File: src/rtl/word_serializer_pkg.sv
// Shared definitions for the word serializer and the downstream detector benches:
// FSM encoding, default width, count-width helper and transmit-order constants.
package word_serializer_pkg;

    typedef enum logic {
        IDLE  = 1'b0,
        SHIFT = 1'b1
    } state_t;

    localparam int unsigned DEFAULT_WIDTH = 8;

    localparam bit TX_MSB_FIRST = 1'b1;
    localparam bit TX_LSB_FIRST = 1'b0;

    // Bit index counter width; never below one bit so the counter always exists.
    function automatic int unsigned count_width(input int unsigned width);
        return (width < 2) ? 1 : $clog2(width);
    endfunction

endpackage

File: src/rtl/word_serializer_if.sv
// Word-in / bit-out bus of the serializer: upstream handshake plus stall, serial stream out.
interface word_serializer_if
    import word_serializer_pkg::*;
#(
    parameter int unsigned WIDTH = DEFAULT_WIDTH
);
    logic [WIDTH-1:0] din;
    logic             din_valid;
    logic             din_ready;
    logic             stall;
    logic             w;
    logic             w_valid;
    logic             last;

    modport master (
        output din, din_valid, stall,
        input  din_ready, w, w_valid, last
    );

    modport slave (
        input  din, din_valid, stall,
        output din_ready, w, w_valid, last
    );
endinterface

File: src/rtl/word_serializer.sv
// Parallel-to-serial converter: accepts WIDTH-bit words on a valid/ready handshake and
// emits one registered bit per clock with valid and last-bit markers, no bubble between words.
module word_serializer
    import word_serializer_pkg::*;
#(
    parameter int unsigned WIDTH     = DEFAULT_WIDTH,
    parameter bit          MSB_FIRST = TX_MSB_FIRST
) (
    input  logic            clk,
    input  logic            reset,
    word_serializer_if.slave bus
);
    localparam int unsigned     CW       = count_width(WIDTH);
    localparam logic [CW-1:0]   LAST_CNT = CW'(WIDTH - 1);
    localparam logic [CW-1:0]   PRE_LAST = CW'(WIDTH - 2);

    state_t           state;
    logic [WIDTH-1:0] sr;
    logic [CW-1:0]    count;
    logic             w_q;
    logic             w_valid_q;
    logic             last_q;

    logic             ready;
    logic             accept;
    logic             first_bit;
    logic             next_bit;

    always_comb begin
        ready     = ~bus.stall & ((state == IDLE) | last_q);
        accept    = bus.din_valid & ready;
        first_bit = MSB_FIRST ? bus.din[WIDTH-1] : bus.din[0];
        // sr still holds the unshifted word when the first bit goes out, so the
        // next bit sits one position in from the transmit end.
        next_bit  = MSB_FIRST ? sr[WIDTH-2] : sr[1];
    end

    always_ff @(posedge clk or negedge reset) begin
        if (!reset) begin
            state     <= IDLE;
            sr        <= '0;
            count     <= '0;
            w_q       <= 1'b0;
            w_valid_q <= 1'b0;
            last_q    <= 1'b0;
        end else if (!bus.stall) begin
            if (accept) begin
                state     <= SHIFT;
                sr        <= bus.din;
                count     <= '0;
                w_q       <= first_bit;
                w_valid_q <= 1'b1;
                last_q    <= 1'b0;
            end else if (state == SHIFT) begin
                if (count == LAST_CNT) begin
                    state     <= IDLE;
                    w_valid_q <= 1'b0;
                    last_q    <= 1'b0;
                end else begin
                    // Rotate rather than shift so every register bit stays in use.
                    sr        <= MSB_FIRST ? {sr[WIDTH-2:0], sr[WIDTH-1]}
                                           : {sr[0], sr[WIDTH-1:1]};
                    count     <= count + 1'b1;
                    w_q       <= next_bit;
                    last_q    <= (count == PRE_LAST);
                end
            end
        end
    end

    assign bus.din_ready = ready;
    assign bus.w         = w_q;
    assign bus.w_valid   = w_valid_q;
    assign bus.last      = last_q;

endmodule

File: src/flat_wrapper.sv
// flat-port wrapper written by rule: the top's interface ports become plain ports
module word_serializer_flat import word_serializer_pkg::*;
#(
    parameter int unsigned WIDTH     = DEFAULT_WIDTH,
    parameter bit          MSB_FIRST = TX_MSB_FIRST
)
  (clk, reset, bus_din, bus_din_valid, bus_stall, bus_din_ready, bus_w, bus_w_valid, bus_last);
  word_serializer_if #(.WIDTH(WIDTH)) bus_i ();
  input  logic clk;
  input  logic reset;
  input wire logic [$bits(bus_i.din)-1:0] bus_din;
  input wire logic [$bits(bus_i.din_valid)-1:0] bus_din_valid;
  input wire logic [$bits(bus_i.stall)-1:0] bus_stall;
  output wire logic [$bits(bus_i.din_ready)-1:0] bus_din_ready;
  output wire logic [$bits(bus_i.w)-1:0] bus_w;
  output wire logic [$bits(bus_i.w_valid)-1:0] bus_w_valid;
  output wire logic [$bits(bus_i.last)-1:0] bus_last;
  assign bus_i.din = bus_din;
  assign bus_i.din_valid = bus_din_valid;
  assign bus_i.stall = bus_stall;
  assign bus_din_ready = bus_i.din_ready;
  assign bus_w = bus_i.w;
  assign bus_w_valid = bus_i.w_valid;
  assign bus_last = bus_i.last;
  word_serializer #(.WIDTH(WIDTH), .MSB_FIRST(MSB_FIRST)) u_core (.clk(clk), .reset(reset), .bus(bus_i));
endmodule
File: config.mk
export PLATFORM = sky130hd
export DESIGN_NAME = word_serializer_flat
export DESIGN_NICKNAME = d
export VERILOG_FILES = /design/src/rtl/word_serializer_pkg.sv /design/src/rtl/word_serializer_if.sv /design/src/rtl/word_serializer.sv /design/src/flat_wrapper.sv
export SDC_FILE = /design/constraint.sdc
export NUM_CORES = 1
export LEC_CHECK = 0
export ABC_CLOCK_PERIOD_IN_PS = 2560
export CAP_MARGIN = 20
export CORE_MARGIN = 2
export CORE_UTILIZATION = 46
export DETAILED_ROUTE_END_ITERATION = 10
export HOLD_SLACK_MARGIN = 0.12
export PLACE_DENSITY = 0.76
export SLEW_MARGIN = 25
export SYNTH_ARGS = -nofsm -noshare
export SYNTH_HDL_FRONTEND = slang
export SYNTH_SLANG_ARGS = --single-unit
File: constraint.sdc
create_clock -name clk -period 2.56 [get_ports clk]
set_input_delay 0.512 -clock clk [delete_from_list [all_inputs] [get_ports clk]]
set_output_delay 0.512 -clock clk [all_outputs]
set_load 0.005 [all_outputs]
Word-level counts from Yosys, hierarchy flattened
Cells that the tools add are included.
{ "classes": {"add_sub_neg": 1, "n_eq_ne": 3, "muxes": 18, "bitwise": 5, "n_reduce_logical": 5} }
{ "op_table": {"columns": ["operator", "count"], "rows": [
  ["$mux W8", 3],
  ["$mux W1", 12],
  ["$mux W3", 3],
  ["$eq A3 B3 Y1 const B", 2],
  ["$reduce_and A3 Y1", 2],
  ["$reduce_bool A2 Y1", 2],
  ["$add A3 B1 Y3 const B", 1],
  ["$and A1 B1 Y1", 2],
  ["$ne A2 B1 Y1 const B", 1],
  ["$not A1 Y1", 2],
  ["$reduce_and A2 Y1", 1],
  ["$or A1 B1 Y1", 1]
]} }
{ "word_totals": {"ff_bits": 15, "inputBits": 12, "out_inout_bits": 4, "wordCells": 38} }

Logic depth before layout (Yosys ltp)
{ "depth": {"word_depth": 6, "depth_mapped": 6, "depth_no_buf": 6} }

Least setup slack after synthesis
No wires, ideal clock.
{ "synth_path": {"path_type": "reg2reg", "start": "register u_core.count[0]", "end": "register u_core.sr[7]", "setup_time_ns": 0.123, "arrival_ns": 1.532, "required_ns": 2.437, "slack_ns": 0.906, "stages_incl_launch_ff": 7, "n_path_buf": 0, "period_less_slack_ns": 1.654, "cell_sequence": "dfrtp_1 ha_1 ha_1 nand2b_1 a211oi_4 nand2b_1 o221a_2"} }
{ "synth_via": {"elab_chain_len": 3} }
{ "synth_lines": {"columns": ["element", "line_no", "text"], "rows": [
  ["start: declaration", "word_serializer.sv:19", "logic [CW-1:0] count;"],
  ["start signal: assignment", "word_serializer.sv:63", "count <= count + 1'b1;"],
  ["$eq A3 B3 Y1", "word_serializer.sv:55", "if (count == LAST_CNT) begin"],
  ["$ne A2 B1 Y1 (no line)", null, null],
  ["$reduce_and A3 Y1 (no line)", null, null],
  ["end signal: assignment", "word_serializer.sv:49", "sr <= bus.din;"],
  ["end signal: assignment", "word_serializer.sv:61", "sr <= MSB_FIRST ? {sr[WIDTH-2:0], sr[WIDTH-1]}"],
  ["end: declaration", "word_serializer.sv:18", "logic [WIDTH-1:0] sr;"]
]} }
No other way between the ends.
A chain may end at the register's enable or synchronous reset.

Worst setup path in the final report
{ "layout_path": {"start": "register u_core.last_q (netlist: u_core.bus.last)", "end": "output port bus_din_ready"} }
{ "layout_via": {"elab_chain_len": 2} }
{ "layout_lines": {"columns": ["element", "line_no", "text"], "rows": [
  ["start: declaration", "word_serializer.sv:22", "logic last_q;"],
  ["start signal: assignment", "word_serializer.sv:65", "last_q <= (count == PRE_LAST);"],
  ["$or A1 B1 Y1", "word_serializer.sv:30", "ready = ~bus.stall & ((state == IDLE) | last_q);"],
  ["$and A1 B1 Y1", "word_serializer.sv:30", null],
  ["end: declaration", "flat_wrapper.sv:14", "output wire logic [$bits(bus_i.din_ready)-1:0] bus_din_ready;"]
]} }
No other way between the ends.

==> results.md <==
* Count of port buffers added during placement at 15
* FFs w/ async S/R, synth at 100%
* FP Rows at 14
* Remaining global-route overflow at 0
* Warning count from the yosys run at 0
* Capturing element type of the critical path: primary output
* Number of nets with antenna violations after routing at 0
* Share of final-layout standard cells stronger than drive strength 1 at 23.1%
* Cell area after technology mapping at 701 um^2
* Fraction of synthesized cell area in xor and xnor cells at 0%
* Clock network latency to the later pin of the worst-skew pair at 0.28 ns
* Count of flip-flops with a built-in enable after synthesis at 0
* Worst EP arrival at 1.56 ns
* Total power at 0.000789 W
* RePlAce Congestion at 0.697
* Top layer in use: met4
* Max cap viols at 0
* Final total negative setup slack at 0 ns
* Fin nets at 94
* Clock H-tree levels at 1
* Post-synthesis adder-cell area fraction at 5.36%
* Share of the yosys chip area belonging to registers at 50.0%
* TritonCTS sink count at 14
* Number of hold violations in the final report at 0
* Number of nets in the synthesized netlist at 74
* Metal3 WL at 43 um
* Top-level I/O count at 16
* Top cell type by total area after synthesis: dfrtp_1
* Finish-stage setup viols at 0
* Worst vdd ir at 0.000460 V
* Relative area change from synthesis to final layout at 28.9%
* Post-synthesis instance total at 59
* Top flip-flop cell by instance count after synthesis: dfrtp_1
* Least-Margin Pin Slew at 0.610 ns
* Syn avg cell area at 11.9 um^2
* Detail-routed via count per cell at 5.24
* Peak fanout along the critical path at 4
* Count of final max-slew check failures at 0
* Post-route met1 wirelength at 683 um
* Post-route minimum period at 2.08 ns
* Diode insertion count for antenna repair at 0
* Worst clock skew at 0.00571 ns
* WL final at 1230 um
* Number of buffers inserted by post-CTS setup repair at 0
* Path class of the lowest-slack min-delay path: reg2reg
* Pin count of the biggest net entering global routing at 15
* Overall die area at 0.00185 mm^2
* Setup repair after global routing missed its margin: false
* Number of buffers added by the clock tree synthesis step at 3
* Clock Tree Buf Depth at 2
* CTS tree: built
* Power per unit of standard cell area at 873 mW/mm^2
* Number of antenna violations at the first check in global routing at 0
* Main combinational cell family by area after synthesis: compound AO/OA/AOI/OAI gates
* Global-route wire length before repair at 2080 um
* Critical path data required time at 2.05 ns
* Portion of the clock cycle consumed by the worst path in the final layout at 81.1%
* Post-route DRC at 0
* Cell area after placement at 867 um^2
* Worst max-slew margin expressed relative to the limit at 59.2%
* Vias at 493
* Yosys cell types at 22
* Top post-synthesis cells by count: 14 x dfrtp_1, 7 x nand2b_1, 6 x o221a_2, 4 x o21ai_0
* GRT Util Overall at 15.6%
* Die height at 43.0 um
* Number of DRC markers in iteration 0 at 8
* Synthesized flop and latch total at 14
* Launching element type of the critical path: register
* Cells resized by post-CTS repair at 0
* Run status: completed
* DP HPWL at 882 um
* Number of global-route vias before repair at 453
* Cell types with the largest area share after synthesis: dfrtp_1 50%, o221a_2 9.6%, nand2b_1 6.3%
* Wire length on met2 at 497 um
* Worst hold margin at 0.507 ns
* Max Fclk at 482 MHz
* Simple-gate area share of the yosys netlist at 13.9%
* Final instance area at 903 um^2
* Yosys top cell area share at 50.0%
* Initial core utilization at 47.6%
* Number of buffers inserted for hold repair after clock tree synthesis at 0
* Clock transition at the registers of the reported paths at 0.09 ns
* Core area at 0.00147 mm^2
* Path type of the worst setup path: reg2out
* Share of cell area taken by muxes after synthesis at 2.86%
* Synth Area in Compound Gates at 24.6%
* Routed wire length per instance at 13.1 um
* Library cell used as clock root buffer: clkbuf_4
* P_leak at 0.375 nW
* Pre-antenna DRT Iters at 4
* Horizontal die dimension at 43.0 um
* Cell with the most instances after synthesis: dfrtp_1
==> registers in the layout (all words and copies together), names as in the netlist <==
name                flops
u_core.count            3
u_core.state            1
u_core.sr               8
u_core.bus.w_valid      1
u_core.bus.last         1
==> cells in the final DEF, fill, tap and decap left out, types with 2 or more instances in the layout <==
cell type         n
clkdlybuf4s50_1  15
dfrtp_1          14
nand2b_1          7
o221a_2           6
o21ai_0           4
nand2_1           3
ha_1              3
clkbuf_4          3
inv_1             2
nor2_2            2
mux2i_1           2
nor2_1            2
a21oi_1           2
o21ai_1           2
==> worst paths after layout <==
kind	startpoint	end	slack [ns]	cells after the start
max	u_core.bus.last$_DFFE_PN0P_	bus_din_ready	0.48	3
min reg2reg	u_core.count[0]$_DFFE_PN0P_	u_core.count[0]$_DFFE_PN0P_	0.51	1
max in group asynchronous	reset	u_core.sr[7]$_DFFE_PN0P_	1.56	1
max reg2reg	u_core.count[0]$_DFFE_PN0P_	u_core.sr[1]$_DFFE_PN0P_	0.70	6
min	u_core.count[0]$_DFFE_PN0P_	u_core.count[0]$_DFFE_PN0P_	0.51	1
min in group asynchronous	reset	u_core.count[1]$_DFFE_PN0P_	0.60	1
==> worst max-delay path, cell delays in order, from the launching register on <==
cell and delay [ns]:
dfrtp_1 0.44, nand2b_2 0.20, nor2b_1 0.13, clkdlybuf4s50_1 0.50
==> cells by family after synthesis <==
kind of cell / Yosys count
AOI/OAI and AO/OA: 19
and+or+nand+nor: 17
DFF: 14
buffers and inverters: 4
adders and majority gates: 3
muxes: 2
==> power breakdown <==
group / switching, W / leakage, nW / internal [W]
combinational: 0.000100 / 0.193 / 0.000157
clock: 0.0000774 / 0.0210 / 0.0000866
sequential: 0.0000564 / 0.160 / 0.000312
==> per-layer routing <==
layer | vias up | global-route usage, %
met5 | - | 0
met4 | 0 | 10.9
met3 | 2 | 2.55
met2 | 10 | 20.3
met1 | 231 | 23.2
li1 | 250 | -
==> layout make-up <==
type                            count  area, um^2
Tap cell                           16        20.0
Sequential cell                    14         350
Fill cell                         126         568
Inverter                            3        11.3
Clock buffer                        4        36.3
Multi-Input combinational cell     41         328
Timing Repair Buffer               16         158
==> per-stage QoR <==
stage,utilization [%],setup slack (ns),std cells
detailed placement,58.9,0.483,90
CTS,61.4,0.463,94
global placement,58.9,0.484,90
floorplan,-,0.906,59
finish,61.4,0.485,94
global route,61.4,0.377,94
Note: power is estimated with default switching activity, not from simulation.
